**src/rtl/vga_timing_gen.sv**
```systemverilog
// Parametrised raster timing generator: h/v counters with registered, zero-skew sync/blank/coord/strobe decode.
// Optional build macro VGA_TIMING_CE_EN adds the pix_ce advance enable.
module vga_timing_gen #(
    parameter int unsigned CW       = 10,
    parameter int unsigned H_ACTIVE = 640,
    parameter int unsigned H_FP     = 16,
    parameter int unsigned H_SYNC   = 96,
    parameter int unsigned H_BP     = 48,
    parameter int unsigned V_ACTIVE = 480,
    parameter int unsigned V_FP     = 10,
    parameter int unsigned V_SYNC   = 2,
    parameter int unsigned V_BP     = 33,
    parameter bit          HS_POL   = 1'b0,
    parameter bit          VS_POL   = 1'b0
) (
    input  logic          clk,
    input  logic          rst_n,
`ifdef VGA_TIMING_CE_EN
    input  logic          pix_ce,
`endif
    output logic [CW-1:0] h_count,
    output logic [CW-1:0] v_count,
    output logic          hsync,
    output logic          vsync,
    output logic          active,
    output logic [CW-1:0] x,
    output logic [CW-1:0] y,
    output logic          line_end,
    output logic          frame_start
);
    localparam int unsigned H_TOTAL  = H_ACTIVE + H_FP + H_SYNC + H_BP;
    localparam int unsigned V_TOTAL  = V_ACTIVE + V_FP + V_SYNC + V_BP;
    localparam int unsigned HS_START = H_ACTIVE + H_FP;
    localparam int unsigned HS_END   = HS_START + H_SYNC;
    localparam int unsigned VS_START = V_ACTIVE + V_FP;
    localparam int unsigned VS_END   = VS_START + V_SYNC;

    typedef enum logic {ST_IDLE, ST_RUN} state_t;

    state_t        r_state;
    state_t        w_state_nxt;
    logic          w_adv;
    logic [CW-1:0] w_h_nxt;
    logic [CW-1:0] w_v_nxt;
    logic          w_active;
    logic          w_hs_on;
    logic          w_vs_on;
    logic          w_line_end;
    logic          w_frame_start;

    logic [CW-1:0] r_h_count;
    logic [CW-1:0] r_v_count;
    logic          r_hsync;
    logic          r_vsync;
    logic          r_active;
    logic [CW-1:0] r_x;
    logic [CW-1:0] r_y;
    logic          r_line_end;
    logic          r_frame_start;

`ifdef VGA_TIMING_CE_EN
    assign w_adv = pix_ce;
`else
    assign w_adv = 1'b1;
`endif

    // ST_IDLE is the post-reset state; its first advance presents pixel (0,0) rather than (1,0).
    always_ff @(posedge clk or negedge rst_n) begin
        if (!rst_n) begin
            r_state <= ST_IDLE;
        end else begin
            r_state <= w_state_nxt;
        end
    end

    always_comb begin
        w_state_nxt = r_state;
        w_h_nxt     = r_h_count;
        w_v_nxt     = r_v_count;
        if (w_adv) begin
            case (r_state)
                ST_IDLE: begin
                    w_state_nxt = ST_RUN;
                    w_h_nxt     = '0;
                    w_v_nxt     = '0;
                end
                ST_RUN: begin
                    if (r_h_count == CW'(H_TOTAL - 1)) begin
                        w_h_nxt = '0;
                        w_v_nxt = (r_v_count == CW'(V_TOTAL - 1)) ? '0 : r_v_count + CW'(1);
                    end else begin
                        w_h_nxt = r_h_count + CW'(1);
                    end
                end
                default: w_state_nxt = ST_IDLE;
            endcase
        end
    end

    // Decode from next-state counters so registered outputs line up with the registered counters.
    always_comb begin
        w_active      = (w_h_nxt < CW'(H_ACTIVE)) && (w_v_nxt < CW'(V_ACTIVE));
        w_hs_on       = (w_h_nxt >= CW'(HS_START)) && (w_h_nxt < CW'(HS_END));
        w_vs_on       = (w_v_nxt >= CW'(VS_START)) && (w_v_nxt < CW'(VS_END));
        w_line_end    = (w_h_nxt == CW'(H_TOTAL - 1));
        w_frame_start = (w_h_nxt == '0) && (w_v_nxt == '0);
    end

    always_ff @(posedge clk or negedge rst_n) begin
        if (!rst_n) begin
            r_h_count     <= '0;
            r_v_count     <= '0;
            r_hsync       <= ~HS_POL;
            r_vsync       <= ~VS_POL;
            r_active      <= 1'b0;
            r_x           <= '0;
            r_y           <= '0;
            r_line_end    <= 1'b0;
            r_frame_start <= 1'b0;
        end else if (w_adv) begin
            r_h_count     <= w_h_nxt;
            r_v_count     <= w_v_nxt;
            r_hsync       <= w_hs_on ? HS_POL : ~HS_POL;
            r_vsync       <= w_vs_on ? VS_POL : ~VS_POL;
            r_active      <= w_active;
            r_x           <= w_active ? w_h_nxt : '0;
            r_y           <= w_active ? w_v_nxt : '0;
            r_line_end    <= w_line_end;
            r_frame_start <= w_frame_start;
        end
    end

    assign h_count     = r_h_count;
    assign v_count     = r_v_count;
    assign hsync       = r_hsync;
    assign vsync       = r_vsync;
    assign active      = r_active;
    assign x           = r_x;
    assign y           = r_y;
    assign line_end    = r_line_end;
    assign frame_start = r_frame_start;

endmodule

```
**config.mk**
```make
export PLATFORM = sky130hd
export DESIGN_NAME = vga_timing_gen
export DESIGN_NICKNAME = d
export VERILOG_FILES = /design/src/rtl/vga_timing_gen.sv
export SDC_FILE = /design/constraint.sdc
export NUM_CORES = 1
export LEC_CHECK = 0
export CAP_MARGIN = 20
export CELL_PAD_IN_SITES_DETAIL_PLACEMENT = 0
export CELL_PAD_IN_SITES_GLOBAL_PLACEMENT = 2
export CORE_ASPECT_RATIO = 0.9
export CORE_UTILIZATION = 32
export DETAILED_ROUTE_END_ITERATION = 7
export GPL_TIMING_DRIVEN = 1
export PLACE_DENSITY = 0.76
export SLEW_MARGIN = 10
export SYNTH_ARGS = -nofsm -noshare
export SYNTH_HDL_FRONTEND = slang
export SYNTH_SLANG_ARGS = --single-unit
```
**constraint.sdc**
```tcl
create_clock -name clk -period 3.7 [get_ports clk]
set_clock_uncertainty 0.1 [all_clocks]
set_input_delay 0.74 -clock clk [delete_from_list [all_inputs] [get_ports clk]]
set_output_delay 0.74 -clock clk [all_outputs]
set_load 0.02 [all_outputs]
```
## After elaboration in Yosys (flattened, before gate mapping)

Index checks and enable logic that the tools add are counted.

| word-level totals | value |
|---|---|
| logic and storage cells | 37 |
| register bits after elaboration | 46 |

| operators by class | value |
|---|---|
| bitwise logic cells | 1 |
| mux-type cells | 9 |
| $lt $le $gt $ge | 6 |
| add/subtract/negate cells | 2 |
| reduce and logical (&&, ||, !) cells | 6 |
| equal/unequal tests | 3 |

Operators by type and width:

| cell | number |
|---|---|
| $mux W10 | 5 |
| $pmux W10 S2 | 2 |
| $eq A10 B10 Y1 const B | 3 |
| $add A10 B1 Y10 const B | 2 |
| $logic_not A10 Y1 | 2 |
| $lt A10 B10 Y1 const B | 2 |
| $lt A10 B9 Y1 const B | 2 |
| $ge A10 B10 Y1 const B | 1 |
| $ge A10 B9 Y1 const B | 1 |
| $logic_and A1 B1 Y1 | 4 |
| $mux W1 | 2 |
| $not A1 Y1 | 1 |

## Logic depth before layout (Yosys ltp)

Gate-level depths: netlist of the first run.

| depth | value |
|---|---|
| word-level depth | 7 |
| depth in mapped cells | 9 |
| mapped depth without buffers | 8 |

## Least setup slack after synthesis of the first run

No wires, ideal clock.

| timing | value |
|---|---|
| kind | reg-to-reg |
| start point | register r_h_count[0], in the netlist h_count[0] |
| end point | register r_y[2], in the netlist y[2] |
| period minus slack after synthesis | 2.692 ns |
| setup time | 0.138 ns |
| arrival time | 2.454 ns |
| setup slack | 1.008 ns |
| cell stages (with the launch flop) | 10 |
| buffers on the path | 2 |
| cell sequence | dfrtp_1 -> ha_1 -> nand4_1 -> or3_4 -> buf_6 -> nor4_4 -> o21ai_2 -> nor4_4 -> buf_6 -> nor4_1 |

| on the way | value |
|---|---|
| word-level cells in the longest chain between the ends | 6 |
| elaborated cells on any way between the ends | 10 |

RTL lines:

| what | line | text |
|---|---|---|
| from (decl) | 51 | `logic [CW-1:0] r_h_count;` |
| from (signal assigned) | 121 | `r_h_count <= w_h_nxt;` |
| $add A10 B1 Y10 or $eq A10 B10 Y1 (tied branches) | 92, 88 |  |
| $mux W10 | 88 | `if (r_h_count == CW'(H_TOTAL - 1)) begin` |
| $pmux W10 S2 | 81 | `case (r_state)` |
| $lt A10 B10 Y1 or $lt A10 B9 Y1 (tied branches) | 102 | `w_active = (w_h_nxt < CW'(H_ACTIVE)) && (w_v_nxt < CW'(V_ACTIVE));` |
| $logic_and A1 B1 Y1 | 102 |  |
| $mux W10 * | 127 | `r_y <= w_active ? w_v_nxt : '0;` |
| to (signal assigned) | 127 |  |
| to (decl) | 57 | `logic [CW-1:0] r_y;` |

Every way passes the cells marked *; elsewhere a longest branch is shown, timed or not.

## Worst setup path in the final report of the first run

| timing | value |
|---|---|
| start point | register r_h_count[0], in the netlist h_count[0] |
| end point | register r_y[6], in the netlist y[6] |

The elaborated chain is that of the path after synthesis.

==> results.ini, run 1 <==
[outcome]
status = finished, final reports clean

[pwr]
p_leak_nw = 1.22
powerDensity_nw_per_um2 = 306
intPower_w = 0.000684
seq_power_share_pct = 58.0
ir_worst_vdd_mv = 0.153
p_comb_share_pct = 6.8
netSwitchingPower_w = 0.000206
swShare_pct = 23.1
clockPowerShare_pct = 35.2

[place]
post-dp-hpwl_mm = 4.02
pre_cts_slack_ps = 661
place.gp.congestion = 0.805
portBuffers = 46

[setup_path]
crit_family = simple AND/OR/NAND/NOR gates
cp_num_buf_inv = 2
cp_slowest_stage_delay_ps = 710
slowest_stage = o22ai_1
critPathKind = flip-flop to flip-flop
start_kind = flip-flop
arrival_ps = 3170
path_max_fanout = 11
r2r_setup_slack_ps = 590
cp_cell_sequence = ha_1 > nand4_1 > nor4_1 > buf_4 > nand4_1 > xor2_1 > o22ai_1 > buf_4 > nor4_1
cp-end-kind = flip-flop
cp.required_ps = 3760

[routing]
ant_nets = 0
viasPerCell = 5.00
num_vias = 1735
first_pass_iters = 4
wl_per_cell_um = 15.9
wl_mm = 5.50
drc = 0
drt_iter0_drc = 119

[die]
fp.dieH_um = 81.9
core_area_um2 = 6730
rows = 28
dieArea_um2 = 7430
fp.dieW_um = 90.8
initial_core_util_pct = 33.7
io_pins = 47

[sta]
finalHoldViolations = 0
setup_viol = 0
max_freq_mhz = 321
slew_violations = 0
rsz0062_at_grt = no
tightest_slew_ps = 918
setup_ws_ps = 586
min_period_ps = 3110
post-route-period-util_pct = 84.2
tns_ps = 0
slew-limit-headroom_pct = 38.8

[cells_and_area]
nNetsFinal = 261
multi_input_area_um2 = 1000
final-seq-area_um2 = 1150
antennaDiodeCount = 0
drive_above_1_share_pct = 10.9
syn_to_final_growth_pct = 28.3
fill_cells = 666

[logic_synthesis]
synth_edf_count = 0
ys_seq_area_share_pct = 50.8
ys_warn_count = 0
syn_nets = 216
ys_types = 45
syn_area_per_cell_um2 = 10.8
synth-main-ff-cell = dfrtp_1
syn_area_um2 = 2270
syn_inst = 211
async_reset_ff_share_pct = 100
ys_ff_latch = 46

[clocking]
cts_tree = yes
cts-buffers-inserted = 5
cts_root_buf = clkbuf_8
hold_buffers = 0
insertion_delay_ps = 290
cts_htree_levels = 2
cts_resized = 0
clockBufferDepth = 2
clk_pin_slew_ps = 90
cts_sinks = 46
post_cts_buffers = 0

[global_routing]
antenna_found_initial = 0
grt_pass1_wl_mm = 9.14
grt_util_all_layers_pct = 16.2
grt_pass1_vias = 1679
overflow = 0
grt_max_degree = 47

[min_path]
hold_path.class = input port to async pin

[job]
maxCapViolCount = 0

-- kinds of logic (layout without fill, tap and decap cells) --
| group | after synthesis | after routing | share of synthesized area [%] |
|---|---|---|---|
| and+or+nand+nor | 96 | 96 | 26.7 |
| DFF | 46 | 46 | 50.8 |
| AOI/OAI and AO/OA | 22 | 22 | 7.50 |
| xor gates and xnor gates | 21 | 21 | 8.10 |
| buffers and inverters | 21 | 67 | 4.91 |
| adders and majority gates | 3 | 3 | 1.65 |
| other | 2 | 2 | 0.331 |
-- power by group through the flow --
stage	Clock (W)	Combinational, W	Sequential [W]
finish	0.000313	0.0000607	0.000516
global route	0.000346	0.0000670	0.000518
CTS	0.000327	0.0000590	0.000516
detailed placement	0	0.0000588	0.000526
global placement	0	0.0000593	0.000526
floorplan	0	0.0000195	0.000534
-- cells in the final DEF, fill, tap and decap left out, types with 6 or more instances in the layout --
cell type / synthesis / routed
xnor2_1: 10 / 10
nand4_1: 9 / 9
nor3_1: 6 / 6
nor3b_1: 10 / 10
nand2_1: 7 / 7
dfrtp_1: 44 / 44
clkbuf_8: 0 / 6
nand3_1: 8 / 8
xor2_1: 11 / 11
buf_4: 0 / 7
clkdlybuf4s50_1: 0 / 45
nor2_1: 17 / 17
nor4_1: 11 / 11
-- layer usage --
layer | track usage (%) | part of all wire [%]
met5 | 0 | 0
met4 | 4.44 | 0.73
met3 | 2.87 | 4.2
met2 | 24.8 | 44
met1 | 23.7 | 52
-- path summary, 6_finish.rpt --
check	endpoint	startpoint	cells past startpoint
min in group clk	h_count[0]	h_count[0]	1
hold / removal	active	rst_n	1
hold reg to reg	h_count[0]	h_count[0]	1
setup / recovery	y[6]	h_count[0]	9
setup reg to reg	y[6]	h_count[0]	9
max in group asynchronous	vsync	rst_n	2
-- cell type report --
type	instances	share of cell area, %
flip-flops and latches	46	39.6
multi-input cells	144	34.5
repair buffers	54	18.1
well taps	90	3.87
clock buffers	6	2.84
inverters	5	0.644
clock inverters	2	0.430
-- sequential cells by signal (all words and copies together) (netlist names) --
name / count
x: 10
line_end: 1
active: 1
y: 10
v_count: 10
vsync: 1
r_state: 1
hsync: 1
frame_start: 1
h_count: 10
-- worst register-to-register path, delay by kind of cell (launching register included) --
kind            cells  cell delay, ps
simple gates        4             730
compound gates      1             710
buf+inv             2             500
flops               1             470
fa+ha+maj           1             300
xor+xnor            1             170
-- per-stage QoR --
stage / cells / instance area (um2) / hold slack (ps) / util (%) / power (W)
CTS: 346 / 2890 / 492 / 43.0 / 0.000903
detailed placement: 338 / 2800 / 476 / 41.6 / 0.000585
finish: 347 / 2910 / 206 / 43.3 / 0.000890
global route: 347 / 2910 / 218 / 43.3 / 0.000931
global placement: 338 / 2800 / 463 / 41.6 / 0.000586
floorplan: 211 / 2270 / 344 / - / 0.000553
-- cells in the mapped netlist (2+ instances only) --
library cell | count | share of area (%)
dfrtp_1 | 44 | 49
nor2_1 | 17 | 2.8
nor4_1 | 11 | 3.0
xor2_1 | 11 | 4.2
clkbuf_1 | 10 | 1.7
nor3b_1 | 10 | 3.3
xnor2_1 | 10 | 3.9
nand4_1 | 9 | 2.5
nand3_1 | 8 | 1.8
nand2_1 | 7 | 1.2
nor3_1 | 6 | 1.3
and2_1 | 5 | 1.4
and3_1 | 5 | 1.4
inv_1 | 5 | 0.83
a31oi_1 | 4 | 1.1
buf_6 | 4 | 2.0
ha_1 | 3 | 1.7
nor2b_1 | 3 | 0.83
nor4b_1 | 3 | 1.2
o31ai_1 | 3 | 0.99
a21oi_1 | 2 | 0.44
and4_1 | 2 | 0.77
buf_2 | 2 | 0.44
conb_1 | 2 | 0.33
dfstp_2 | 2 | 2.3
nand3b_1 | 2 | 0.66
nor4_4 | 2 | 1.9
or3_4 | 2 | 0.99
Note: power is estimated with default switching activity, not from simulation.
==> run 2, diff against run 1 <==
==> constraint.sdc (replaced) <==
create_clock -name clk -period 3.1 [get_ports clk]
set_clock_uncertainty 0.1 [all_clocks]
set_input_delay 0.62 -clock clk [delete_from_list [all_inputs] [get_ports clk]]
set_output_delay 0.62 -clock clk [all_outputs]
set_load 0.02 [all_outputs]
==> results.ini, run 2 (same netlist as run 1, synthesis figures left out) <==
[sta]
rsz0062_at_grt = no
min_period_ps = 2860  ; -255 ps
setup_viol = 0  ; unchanged
finalHoldViolations = 0  ; unchanged
holdWs_ps = 162  ; -43.9 ps
setup_ws_ps = 242  ; -345 ps
max_freq_mhz = 350  ; +8.9%
tns_ps = 0  ; unchanged
post-route-period-util_pct = 92.2  ; +8.0 points
slew_violations = 0  ; unchanged

[cells_and_area]
final_cell_mix = clkdlybuf4s50_1, dfrtp_1, nor2_1
final_common_cell = clkdlybuf4s50_1
syn_to_final_growth_pct = 30.7
drive_above_1_share_pct = 13.3  ; +2.4 points
fill_cells = 657  ; -1.4%
nNetsFinal = 268  ; +2.7%
multi_input_area_um2 = 1000  ; unchanged
final-seq-area_um2 = 1150  ; unchanged
antennaDiodeCount = 0  ; unchanged

[routing]
wl_mm = 5.69  ; +3.4%
drc = 0  ; unchanged
wl_per_cell_um = 16.1  ; +1.4%
num_vias = 1791  ; +3.2%
viasPerCell = 5.06  ; +1.2%
first_pass_iters = 4  ; unchanged
drt_iter0_drc = 167  ; +40%
ant_nets = 0  ; unchanged

[outcome]
status = finished, final reports clean

[die]
rows = 28  ; unchanged
io_pins = 47  ; unchanged
fp.dieH_um = 81.9  ; unchanged
dieArea_um2 = 7430  ; unchanged
initial_core_util_pct = 33.7  ; unchanged
fp.dieW_um = 90.8  ; unchanged
core_area_um2 = 6730  ; unchanged

[setup_path]
r2r_start = h_count[1]
r2r_end = x[0]
cp.required_ps = 3180  ; -580 ps
arrival_ps = 2940  ; -230 ps
start_kind = flip-flop
cp-end-kind = flip-flop
ff2ff_path_depth = 8  ; -1
path_max_fanout = 11  ; unchanged
r2r_setup_slack_ps = 240  ; -340 ps
critPathKind = flip-flop to flip-flop

[clocking]
cts_sinks = 46  ; unchanged
cts_root_buf = clkbuf_8
clockBufferDepth = 2  ; unchanged
insertion_delay_ps = 290  ; about the same
cts_tree = yes
post_cts_buffers = 0  ; unchanged
cts_htree_levels = 2  ; unchanged
hold_buffers = 0  ; unchanged
cts_resized = 0  ; unchanged
cts-buffers-inserted = 5  ; unchanged
clk_pin_slew_ps = 90  ; about the same

[pwr]
powerDensity_nw_per_um2 = 363  ; +19%
p_leak_nw = 1.25  ; +3.0%
ir_worst_vdd_mv = 0.213  ; +39%

[place]
portBuffers = 46  ; unchanged
pre_cts_slack_ps = 263  ; -397 ps
post-dp-hpwl_mm = 4.11  ; +2.2%
place.gp.congestion = 0.844  ; +4.8%

[min_path]
hold_path.class = input port to async pin

[global_routing]
overflow = 0  ; unchanged
grt_pass1_wl_mm = 9.20  ; +0.68%
grt_max_degree = 47  ; unchanged
grt_util_all_layers_pct = 16.1  ; -0.14 points
grt_pass1_vias = 1716  ; +2.2%
antenna_found_initial = 0  ; unchanged

[job]
maxCapViolCount = 0  ; unchanged

## run 2: layout make-up
type,count,share of cell area (%)
Tap cell,90,3.80
Inverter,5,0.633
Clock inverter,2,0.422
Clock buffer,6,2.78
Timing Repair Buffer,61,19.6
Multi-Input combinational cell,144,33.9
Sequential cell,46,38.9
## run 2: power breakdown
part	leakage (nW)	total (W)	internal, W	switching, W
Combinational	0.587	0.0000762	0.0000314	0.0000448
Clock	0.0472	0.000385	0.000180	0.000205
Sequential	0.618	0.000616	0.000608	0.00000744
Total	1.25	0.00108	0.000819	0.000258
## run 2: how the worst max path moves through the flow
stage               start    to  slack [ps]  cells after the start
6_report       h_count[1]  x[0]         240                      8
2_1_floorplan  h_count[0]  y[2]         410                      9
4_1_cts        h_count[1]  y[2]         240                      8
3_5_place_dp   h_count[1]  y[2]         260                      8
5_1_grt        h_count[1]  x[8]          10                      8
3_3_place_gp   h_count[1]  y[6]         370                      8
## run 2: metrics by stage
| stage | power (W) | util [%] | area, um2 | cells |
|---|---|---|---|---|
| 2_1_floorplan | 0.000660 | - | 2270 | 211 |
| 3_3_place_gp | 0.000702 | 42.4 | 2850 | 345 |
| 3_5_place_dp | 0.000702 | 42.4 | 2850 | 345 |
| 4_1_cts | 0.00109 | 43.8 | 2950 | 353 |
| 5_1_grt | 0.00112 | 44.1 | 2970 | 354 |
| 6_report | 0.00108 | 44.1 | 2970 | 354 |
## run 2: critical path, stage by stage (launching register included)
cell and delay (ps):
dfrtp_1 420, ha_1 300, nand4_1 260, or3_4 490
o31a_1 350, o21ai_2 250, nor4_4 80, buf_4 190
nor4_1 290
## run 2: routing by layer
layer / GRT usage [%] / share of wire, % / vias to the layer above
li1: - / - / 859
met4: 3.81 / 0.40 / 0
met2: 24.5 / 44 / 47
met5: 0 / 0 / -
met1: 23.6 / 51 / 883
met3: 2.96 / 4.3 / 2
==> run 3, diff against run 2 <==
--- a/config.mk
+++ b/config.mk
@@ -13,7 +13,6 @@
 export DETAILED_ROUTE_END_ITERATION = 7
 export GPL_TIMING_DRIVEN = 1
 export PLACE_DENSITY = 0.76
-export SLEW_MARGIN = 10
 export SYNTH_ARGS = -nofsm -noshare
 export SYNTH_HDL_FRONTEND = slang
 export SYNTH_SLANG_ARGS = --single-unit
==> results of run 3 <==
The final DEF is identical to that of run 2; final timing and power are the same.
